## config.mk

```make
export PLATFORM = sky130hd
export DESIGN_NAME = code_receiver
export DESIGN_NICKNAME = d
export VERILOG_FILES = /design/src/rtl/code_receiver.sv
export SDC_FILE = /design/constraint.sdc
export NUM_CORES = 1
export LEC_CHECK = 0
export CAP_MARGIN = 20
export CORE_MARGIN = 2
export CORE_UTILIZATION = 29
export CTS_CLUSTER_SIZE = 16
export DETAILED_ROUTE_END_ITERATION = 8
export MAX_ROUTING_LAYER = met4
export PLACE_DENSITY = 0.49
export SLEW_MARGIN = 20
export SYNTH_ARGS = -nofsm -noshare
export SYNTH_HDL_FRONTEND = slang
export SYNTH_SLANG_ARGS = --single-unit
```

## constraint.sdc

```tcl
create_clock -name CLOCK_50 -period 2.2 [get_ports CLOCK_50]
set_input_delay 0.44 -clock CLOCK_50 [delete_from_list [all_inputs] [get_ports CLOCK_50]]
set_output_delay 0.44 -clock CLOCK_50 [all_outputs]
set_load 0.01 [all_outputs]
```

## src/rtl/code_receiver.sv

```systemverilog
// code_receiver: serial code receiver for a 1-start / 8-data (MSB first) / 1-stop frame.
// The line idles low. The start bit is 1 and the stop bit is 0.
// Optional build macro CODE_RECEIVER_MAJORITY_EN: each bit decision becomes the
// 2-of-3 majority of the synchronized line around the nominal sample tick.
module code_receiver #(
    parameter int unsigned BIT_TICKS = 12500
) (
    input  logic       CLOCK_50,
    input  logic       reset,
    input  logic       rx_in,
    output logic [7:0] code,
    output logic       code_valid,
    output logic       frame_err,
    output logic       busy
);

    localparam int unsigned TW = $clog2(BIT_TICKS);

    localparam logic [1:0] StIdle  = 2'd0;
    localparam logic [1:0] StStart = 2'd1;
    localparam logic [1:0] StData  = 2'd2;
    localparam logic [1:0] StStop  = 2'd3;

    localparam logic [TW-1:0] BitLast = TW'(BIT_TICKS - 1);
`ifdef CODE_RECEIVER_MAJORITY_EN
    // The decision lands one tick after the nominal point. The tick counter is cleared
    // one cycle late on leaving START, so data/stop decisions still fall on BitLast.
    localparam logic [TW-1:0] StartDec = TW'(BIT_TICKS / 2);
`else
    localparam logic [TW-1:0] StartDec = TW'(BIT_TICKS / 2 - 1);
`endif

    logic          sync_q;
    logic          rx_s;
    logic          rx_d;
`ifdef CODE_RECEIVER_MAJORITY_EN
    logic          rx_d2;
`endif
    logic          sample;
    logic [1:0]    state_q, state_d;
    logic [TW-1:0] tick_q, tick_d;
    logic [2:0]    bit_q, bit_d;
    logic [7:0]    shift_q, shift_d;
    logic [7:0]    code_q, code_d;
    logic          valid_q, valid_d;
    logic          err_q, err_d;

`ifdef CODE_RECEIVER_MAJORITY_EN
    // Majority vote of the line at the nominal tick and at the ticks on each side of it.
    always_comb begin
        sample = (rx_s & rx_d) | (rx_s & rx_d2) | (rx_d & rx_d2);
    end
`else
    // Single sample of the synchronized line at the nominal tick.
    always_comb begin
        sample = rx_s;
    end
`endif

    // Next-state logic for the frame FSM, counters, shift register and output pulses.
    always_comb begin
        state_d = state_q;
        tick_d  = tick_q;
        bit_d   = bit_q;
        shift_d = shift_q;
        code_d  = code_q;
        valid_d = 1'b0;
        err_d   = 1'b0;
        case (state_q)
            StIdle: begin
                // Only a 0->1 edge starts a frame, so a line held high never retriggers.
                if (rx_s && !rx_d) begin
                    state_d = StStart;
                    tick_d  = '0;
                end
            end
            StStart: begin
                if (tick_q == StartDec) begin
                    tick_d = '0;
                    bit_d  = '0;
                    state_d = sample ? StData : StIdle;
                end else begin
                    tick_d = tick_q + TW'(1);
                end
            end
            StData: begin
                if (tick_q == BitLast) begin
                    tick_d  = '0;
                    shift_d = {shift_q[6:0], sample};
                    bit_d   = bit_q + 3'd1;
                    if (bit_q == 3'd7) begin
                        state_d = StStop;
                    end
                end else begin
                    tick_d = tick_q + TW'(1);
                end
            end
            StStop: begin
                if (tick_q == BitLast) begin
                    tick_d  = '0;
                    state_d = StIdle;
                    if (!sample) begin
                        code_d  = shift_q;
                        valid_d = 1'b1;
                    end else begin
                        err_d = 1'b1;
                    end
                end else begin
                    tick_d = tick_q + TW'(1);
                end
            end
            default: begin
                state_d = StIdle;
                tick_d  = '0;
            end
        endcase
    end

    // Synchronizer, edge-detect history and all FSM state with synchronous reset.
    always_ff @(posedge CLOCK_50) begin
        if (reset) begin
            sync_q  <= 1'b0;
            rx_s    <= 1'b0;
            rx_d    <= 1'b0;
`ifdef CODE_RECEIVER_MAJORITY_EN
            rx_d2   <= 1'b0;
`endif
            state_q <= StIdle;
            tick_q  <= '0;
            bit_q   <= '0;
            shift_q <= '0;
            code_q  <= '0;
            valid_q <= 1'b0;
            err_q   <= 1'b0;
        end else begin
            sync_q  <= rx_in;
            rx_s    <= sync_q;
            rx_d    <= rx_s;
`ifdef CODE_RECEIVER_MAJORITY_EN
            rx_d2   <= rx_d;
`endif
            state_q <= state_d;
            tick_q  <= tick_d;
            bit_q   <= bit_d;
            shift_q <= shift_d;
            code_q  <= code_d;
            valid_q <= valid_d;
            err_q   <= err_d;
        end
    end

    // Registered outputs; busy is decoded directly from the state.
    always_comb begin
        code       = code_q;
        code_valid = valid_q;
        frame_err  = err_q;
        busy       = (state_q != StIdle);
    end

endmodule

```

# Yosys cells after proc, flatten, opt, wreduce, memory -nomap -nowiden
# Cells that the tools add are included.
# W data, S select, Z words.
dict set report classes {
  n_eq_ne 11
  n_addsub 2
  reduce_logical 11
  mul 0
  bitwise 3
  div_mod_pow 0
  n_mux 16
  shift 0
  n_lt_le_gt_ge 0
}
# op count
set op_table {}
lappend op_table {{$mux W14} 3}
lappend op_table {{$pmux W14 S3} 1}
lappend op_table {{$add A14 B1 Y14 const B} 1}
lappend op_table {{$eq A14 B13 Y1 const B} 1}
lappend op_table {{$eq A14 B14 Y1 const B} 1}
lappend op_table {{$mux W2} 6}
lappend op_table {{$ne A2 B2 Y1 const B} 5}
lappend op_table {{$pmux W2 S4} 1}
lappend op_table {{$mux W3} 2}
lappend op_table {{$pmux W3 S2} 1}
lappend op_table {{$reduce_and A3 Y1} 2}
lappend op_table {{$reduce_and A5 Y1} 1}
lappend op_table {{$eq A2 B2 Y1 const B} 2}
lappend op_table {{$reduce_bool A2 Y1} 2}
lappend op_table {{$add A3 B1 Y3 const B} 1}
lappend op_table {{$eq A3 B3 Y1 const B} 1}
lappend op_table {{$not A1 Y1} 3}
lappend op_table {{$reduce_or A3 Y1} 1}
lappend op_table {{$eq A2 B1 Y1 const B} 1}
lappend op_table {{$logic_not A2 Y1} 1}
lappend op_table {{$mux W1} 2}
lappend op_table {{$reduce_and A2 Y1} 1}
lappend op_table {{$reduce_or A2 Y1} 1}
lappend op_table {{$logic_and A1 B1 Y1} 1}
lappend op_table {{$logic_not A1 Y1} 1}
dict set report totals {
  ram_bits 0
  romBits 0
  n_memories 0
  reg_bits 40
  word_cells 53
  output_inout_bits 11
  latch_bits 0
}

# Longest topological paths before layout
# Gate-level depths: netlist of the first run.
dict set report logic_depth {
  word_depth 4
  ltp_mapped 8
}

# Least setup slack after synthesis of the first run
# Ideal clock, no wire load.
dict set report synth_path {
  kind {register -> register}
  from {register tick_q[8]}
  to {register bit_q[2]}
  n_path_buf 3
  setup_slack_ps -190
  stages_incl_launch_ff 9
  t_arrival_ps 2258
  cell_sequence {dfxtp_1 buf_6 or4b_4 or4_4 buf_6 or3b_1 buf_2 nand3_1 a21oi_1}
}
dict set report synth_between {
  elab_chain_len 3
  elab_cells_between_ends 5
  cone_classes {eq/ne: 4; reduce/logical: 1}
}
# item line
set synth_rtl {}
lappend synth_rtl {{start, declared} 41} ;# logic [TW-1:0] tick_q, tick_d;
lappend synth_rtl {{start signal, assigned} 143} ;# tick_q <= tick_d;
lappend synth_rtl {{$eq A14 B14 Y1 / $eq A14 B13 Y1 (equally long branches)} {87, 78}}
lappend synth_rtl {{$ne A2 B2 Y1 (no source line)} -}
lappend synth_rtl {{$reduce_and A3 Y1 (no source line) *} -}
lappend synth_rtl {{end signal, assigned} 144} ;# bit_q <= bit_d;
lappend synth_rtl {{end, declared} 42} ;# logic [2:0] bit_q, bit_d;
# Mark *: on every way between the ends. The rest lies on a longest branch, timed or not.
# A chain may end at the register's enable or synchronous reset.

# Worst setup path in the final report of the first run
dict set report layout_path {
  from {register tick_q[8]}
  to {register bit_q[1]}
}
# Same word-level chain as after synthesis.

==> results of run 1 <==
layout by cell type, fill, tap and decap left out, drive strengths merged, types with 2 or more instances in the layout:
| cell type | instances |
|---|---|
| a22oi | 3 |
| nor4 | 2 |
| nand3b | 3 |
| nor2b | 4 |
| nor3b | 3 |
| nand4b | 3 |
| xor2 | 3 |
| clkbuf | 5 |
| inv | 3 |
| buf | 20 |
| nor3 | 9 |
| a2bb2oi | 2 |
| nand2b | 2 |
| o21ai | 2 |
| or3b | 2 |
| dfxtp | 40 |
| mux2i | 9 |
| nand4 | 4 |
| clkdlybuf4s50 | 13 |
| a21oi | 15 |
| nor2 | 17 |
| or3 | 5 |
| or2 | 2 |
| ha | 4 |
| nand2 | 31 |
| a31oi | 7 |
| or4bb | 2 |
| nand3 | 11 |
final cells by class:
type	count	share of cell area, %
Clock buffer	5	3.00
Clock inverter	3	1.85
Tap cell	75	4.09
Inverter	3	0.491
Sequential cell	40	35.4
Multi-Input combinational cell	152	41.9
Timing Repair Buffer	33	13.3
state kept, by name, summed over array words and instances, names as in the netlist, named ones only:
register,flops
tick_q,14
code,8
shift_q,8
bit_q,3
code_valid,1
frame_err,1
rx_d,1
rx_s,1
state_q,1
sync_q,1
logic make-up (layout without fill, tap and decap cells):
group	Yosys count	in the layout	synth area share, %
buffers and inverters	15	44	4.11
adders and majority gates	4	4	2.79
AOI/OAI and AO/OA	32	32	10.9
muxes	9	9	5.02
and+or+nand+nor	102	103	30.6
DFF	40	40	44.6
xor gates and xnor gates	4	4	1.95
worst paths after layout:
kind,slack [ns],from,to,cells after the start
worst min register to register,0.44,sync_q$_SDFF_PP0_,rx_s$_SDFF_PP0_,1
worst max register to register,0.02,tick_q[8]$_SDFFE_PP0P_,bit_q[1]$_SDFFE_PP0P_,5
worst min-delay path,0.44,sync_q$_SDFF_PP0_,rx_s$_SDFF_PP0_,1
worst max-delay path,0.02,tick_q[8]$_SDFFE_PP0P_,bit_q[1]$_SDFFE_PP0P_,5
metal layers:
| metal | track usage [%] | vias to the layer above | share of wire, % |
|---|---|---|---|
| met1 | 18.3 | 693 | 55 |
| li1 | - | 789 | - |
| met5 | - | - | 0 |
| met4 | 5.41 | 0 | 1.9 |
| met2 | 17.1 | 20 | 40 |
| met3 | 2.93 | 6 | 2.8 |
worst max-delay path: stages (launching register included):
cell	delay, ns
dfxtp_2	0.32
or4b_4	0.55
or4_4	0.60
or3b_4	0.46
nand3_2	0.07
a21oi_1	0.06
power breakdown:
group	total, mW	leakage, nW	switching [mW]	internal [mW]
combinational	0.0547	0.362	0.0321	0.0227
sequential	0.733	0.325	0.00658	0.726
clock	0.598	0.0541	0.262	0.336
repair_timing:
action / in CTS / in global routing
endpoints found under the setup margin: 11 / 28
pin swaps: 2 / 2
gates cloned: 1 / 0
resized for setup: 2 / 2
synthesized netlist by cell type (all sizes together) (3+ instances only):
cell / count
xor2: 3
nor2: 17
nor3b: 3
a21oi: 15
nand4b: 3
a22oi: 3
buf: 4
nand3: 11
mux2i: 9
clkbuf: 8
or3: 5
inv: 3
nand2: 31
a31oi: 7
nor2b: 4
nor3: 9
nand3b: 3
dfxtp: 40
ha: 4
nand4: 4
==> metrics, run 1 <==
CTS tree=done; number of DRC markers in iteration 0=a little under 70; Final Util=38.5%; drc violations=0; Synth area leader=dfxtp_1; Final Instance Count excl. Fillers=slightly above 300; maxcap violations=0; setup ws final=0.0248 ns; total power=1.39 mW; outcome=completed; VDD IR max=0.000320 V; worst endpoint required time=approximately 2.4 ns; I/O Buffers=13; Clock Tree Buf Depth=2; Crit. End Element=flip-flop; worst slew pin tran=around 0.47 ns; Net Count, Synth=~210; sequential cell area=~800 um2; Setup Buffers After CTS=0; Seq cells post-synth=40; IO Pins=14; number of antenna violations at the first check in global routing=0; RSZ-0062 raised after global routing=yes; largest net degree at the start of global routing=40; Hold Buf Count CTS=0; setup tns final=0 ns; Cell Rows=28; ratio of final minimum period to clock period=between 90% and 100%; core area=about 6000 um2; PwrDens=604 nW/um2; worst hold slack=around 0.44 ns; Area contributors post-synth=dfxtp_1 (45%), nand2_1 (6.5%), mux2i_1 (5.0%); Final Net Count=242; Worst Hold Class=flip-flop to flip-flop; total number of vias=about 1500; Post-synth EDFFs=0; Final Max Tran Viols=0; synth unique cells=37; worst-path maximum fanout=7; GP Congestion=just under 0.8; aggregate global routing overflow=0; vias in the first global route=between 1000 and 1500; sequential-to-total area share from yosys stat=44.6%; Synth Area per Inst=slightly below 9 um2; H-tree levels=2; drt wl/cell=between 10 and 15 um; Die ar.=between 6000 and 7000 um2; total clock sinks=40; GR Util All Layers=12.8%; Placed Instance Area=2160 um2; Reg clk slew, reported paths=roughly 0.080 ns; ANT nets after route=0; Hold Vio Cnt, Final=0; Fin Clk Skew=0.00356 ns; Synth top area share=44.6%; dpl ws=-0.0394 ns; arrival time worst endpoint=approximately 2.4 ns; Placed Cells incl. Taps=slightly above 300; Synth Flop Type=dfxtp_1; critical path startpoint category=flip-flop; worst skew pair latency=0.29 ns; cts bufs inserted=5; leakage power=0.741 nW; post-route cell area=2290 um2; width of the die=~83 um; FMAX=around 460 MHz; CP Class=flip-flop to flip-flop; final setup vio count=0; area of the multi-input gates=between 900 and 1000 um2; first-pass GRT wire length=6.41 mm; clock tree root buffer cell=clkbuf_8; Layout fillers=647; 1st-pass router iterations=4; Ys Warns=0; fraction of layout instances using a drive strength above 1=18.6%; Initial Util=30.1%; diode count=0; Worst slew margin=between 60% and 70%; Post-DP HPWL=around 2.5 mm; DIE HEIGHT=between 80 and 90 um; P&R area growth vs syn=27.8%; Mapped Cells=slightly above 200; Routed WL=approximately 3.9 mm; post-DR vias/cell=about 4.8; ys async rst share=0%; synthesized cell area=between 1500 and 2000 um2; Tmin final=between 2 and 2.5 ns
(Power assumes the default switching activity.)
==> run 2: changes to the inputs <==
Settings changed: CORE_MARGIN 2 to not set.
Clock period 2.2 ns to 1.95 ns, I/O delays scaled along.
==> run 2 against run 1 <==
- the run now ends with negative setup slack left
- final cell count up 3.5%
- global-route usage up 1.0 points
- sequential share of layout area down 1.7 points
- clock skew up 0.0023 ns
- critical path depth unchanged
- design area up 5.7%
- largest cell class unchanged
- highest routed layer unchanged
==> metrics, run 2 (synthesized netlist as in run 1, its figures left out) <==
outcome=complete, but fails checks; failing checks=negative setup slack; post-DR vias/cell=4.84; Max stage delay on crit path=between 0.6 and 0.7 ns; number of DRC markers in iteration 0=83; Reg clk slew, reported paths=around 0.08 ns; maxcap violations=0; aggregate global routing overflow=0; core area=5960 um2; drc violations=0; IO Pins=14; fraction of layout instances using a drive strength above 1=roughly 26%; PwrDens=about 650 nW/um2; Routed WL=approximately 4 mm; Worst Hold Class=flip-flop to flip-flop; GP Congestion=0.779; diode count=0; crit path cell chain=or4b_4 > or4_4 > or3b_4 > nand2_1 > a21oi_1; Tmin final=2.20 ns; Crit path buffers/inverters=0; Largest register FFs=14; final setup vio count=37; Initial Util=a little under a third; worst-path maximum fanout=8; I/O Buffers=13; CP Class=flip-flop to flip-flop; critical path startpoint category=flip-flop; GR Util All Layers=roughly 14%; drt wl/cell=between 10 and 15 um; Final Util=between 40 and 50%; Crit. End Element=flip-flop; total clock sinks=40; CTS tree=done; Final Max Tran Viols=0; Crit-path slowest cell=or4_4; commonest cells after routing, fill and taps aside=dfxtp_1 (35), nand2_1 (30), buf_4 (28), nor2_1 (16), a21oi_1 (14); largest net degree at the start of global routing=24; Fin Clk Skew=just under 0.006 ns; vias in the first global route=1380; worst endpoint required time=around 2.1 ns; worst hold slack=0.447 ns; dpl ws=-0.300 ns; first-pass GRT wire length=around 6.7 mm; Top reg by flops=tick_q; width of the die=80.7 um; RSZ-0062 raised after global routing=yes; worst skew pair latency=approximately 0.29 ns; FMAX=roughly 450 MHz; clock tree root buffer cell=clkbuf_8; Hold Buf Count CTS=0; setup ws final=-0.249 ns; DIE HEIGHT=around 81 um; Hold Vio Cnt, Final=0; Post-DP HPWL=approximately 2.6 mm; H-tree levels=2; cts bufs inserted=5; commonest non-fill, non-tap cell in the layout=dfxtp_1; ratio of final minimum period to clock period=113%; Crit path max-delay family=simple AND/OR/NAND/NOR gates; Die ar.=about 6500 um2; P&R area growth vs syn=35.1%; 1st-pass router iterations=4; VDD IR max=~0.00035 V; Cell Rows=28; total number of vias=between 1500 and 2000; leakage power=just over 0.8 nW; worst slew pin tran=roughly 0.36 ns; arrival time worst endpoint=2.37 ns; Final Net Count=~250; number of antenna violations at the first check in global routing=0; ANT nets after route=0; setup tns final=-7.28 ns; Clock Tree Buf Depth=2; Worst slew margin=around three quarters; total power=roughly 1.6 mW
run 2: changes by cell type in the layout (fill, tap and decap cells not counted), moves of 2 or more:
cell | before | now
a2bb2oi_1 | 2 | 0
a2bb2oi_2 | 0 | 2
buf_4 | 18 | 28
buf_6 | 0 | 2
run 2: final timing paths:
path / startpoint / to / slack (ns) / cells past startpoint
max: tick_q[9]$_SDFFE_PP0P_ / shift_q[3]$_SDFFE_PP0P_ / -0.25 / 5
min: sync_q$_SDFF_PP0_ / rx_s$_SDFF_PP0_ / 0.45 / 1
max reg2reg: tick_q[9]$_SDFFE_PP0P_ / shift_q[3]$_SDFFE_PP0P_ / -0.25 / 5
min reg2reg: sync_q$_SDFF_PP0_ / rx_s$_SDFF_PP0_ / 0.45 / 1
run 2: per-layer routing:
metal	routed length, um	GRT usage [%]
met1	2100	19.3
met2	1680	19.0
met3	150	3.07
met4	67	5.36
met5	0	-
run 2: layout make-up:
class	instances	area [um2]
multi-input cells	152	1010
clock buffers	6	72.6
repair buffers	44	383
well taps	75	93.8
flip-flops and latches	40	815
inverters	3	11.3
clock inverters	2	35.0
fillers	613	3530
run 2: power by group:
group	total, mW	switching (mW)	internal (mW)
Combinational	0.0676	0.0398	0.0278
Clock	0.677	0.297	0.380
Sequential	0.827	0.00798	0.819
run 2: metrics by stage:
stage | area, um2 | cells
2_1_floorplan | 1840 | 206
3_3_place_gp | 2220 | 311
3_5_place_dp | 2220 | 311
4_1_cts | 2370 | 321
5_1_grt | 2420 | 322
6_report | 2420 | 322
run 2: timing repair:
item,in CTS,in global routing
buffers inserted,1,1
resized for setup,8,11
pin swaps,5,5
endpoints found under the setup margin,35,38
gates cloned,1,0
run 2: worst register-to-register path, cell delays in order (launching register included):
cell     delay, ns
dfxtp_2       0.33
or4b_4        0.55
or4_4         0.62
or3b_4        0.46
nand2_1       0.08
a21oi_1       0.05
==> run 3: changes to the inputs <==
Settings changed: ABC_CLOCK_PERIOD_IN_PS set to 1950, HOLD_SLACK_MARGIN set to 0.06.
==> results of run 3 <==
Same layout as run 2: the final DEF is identical, and so are final timing and power.
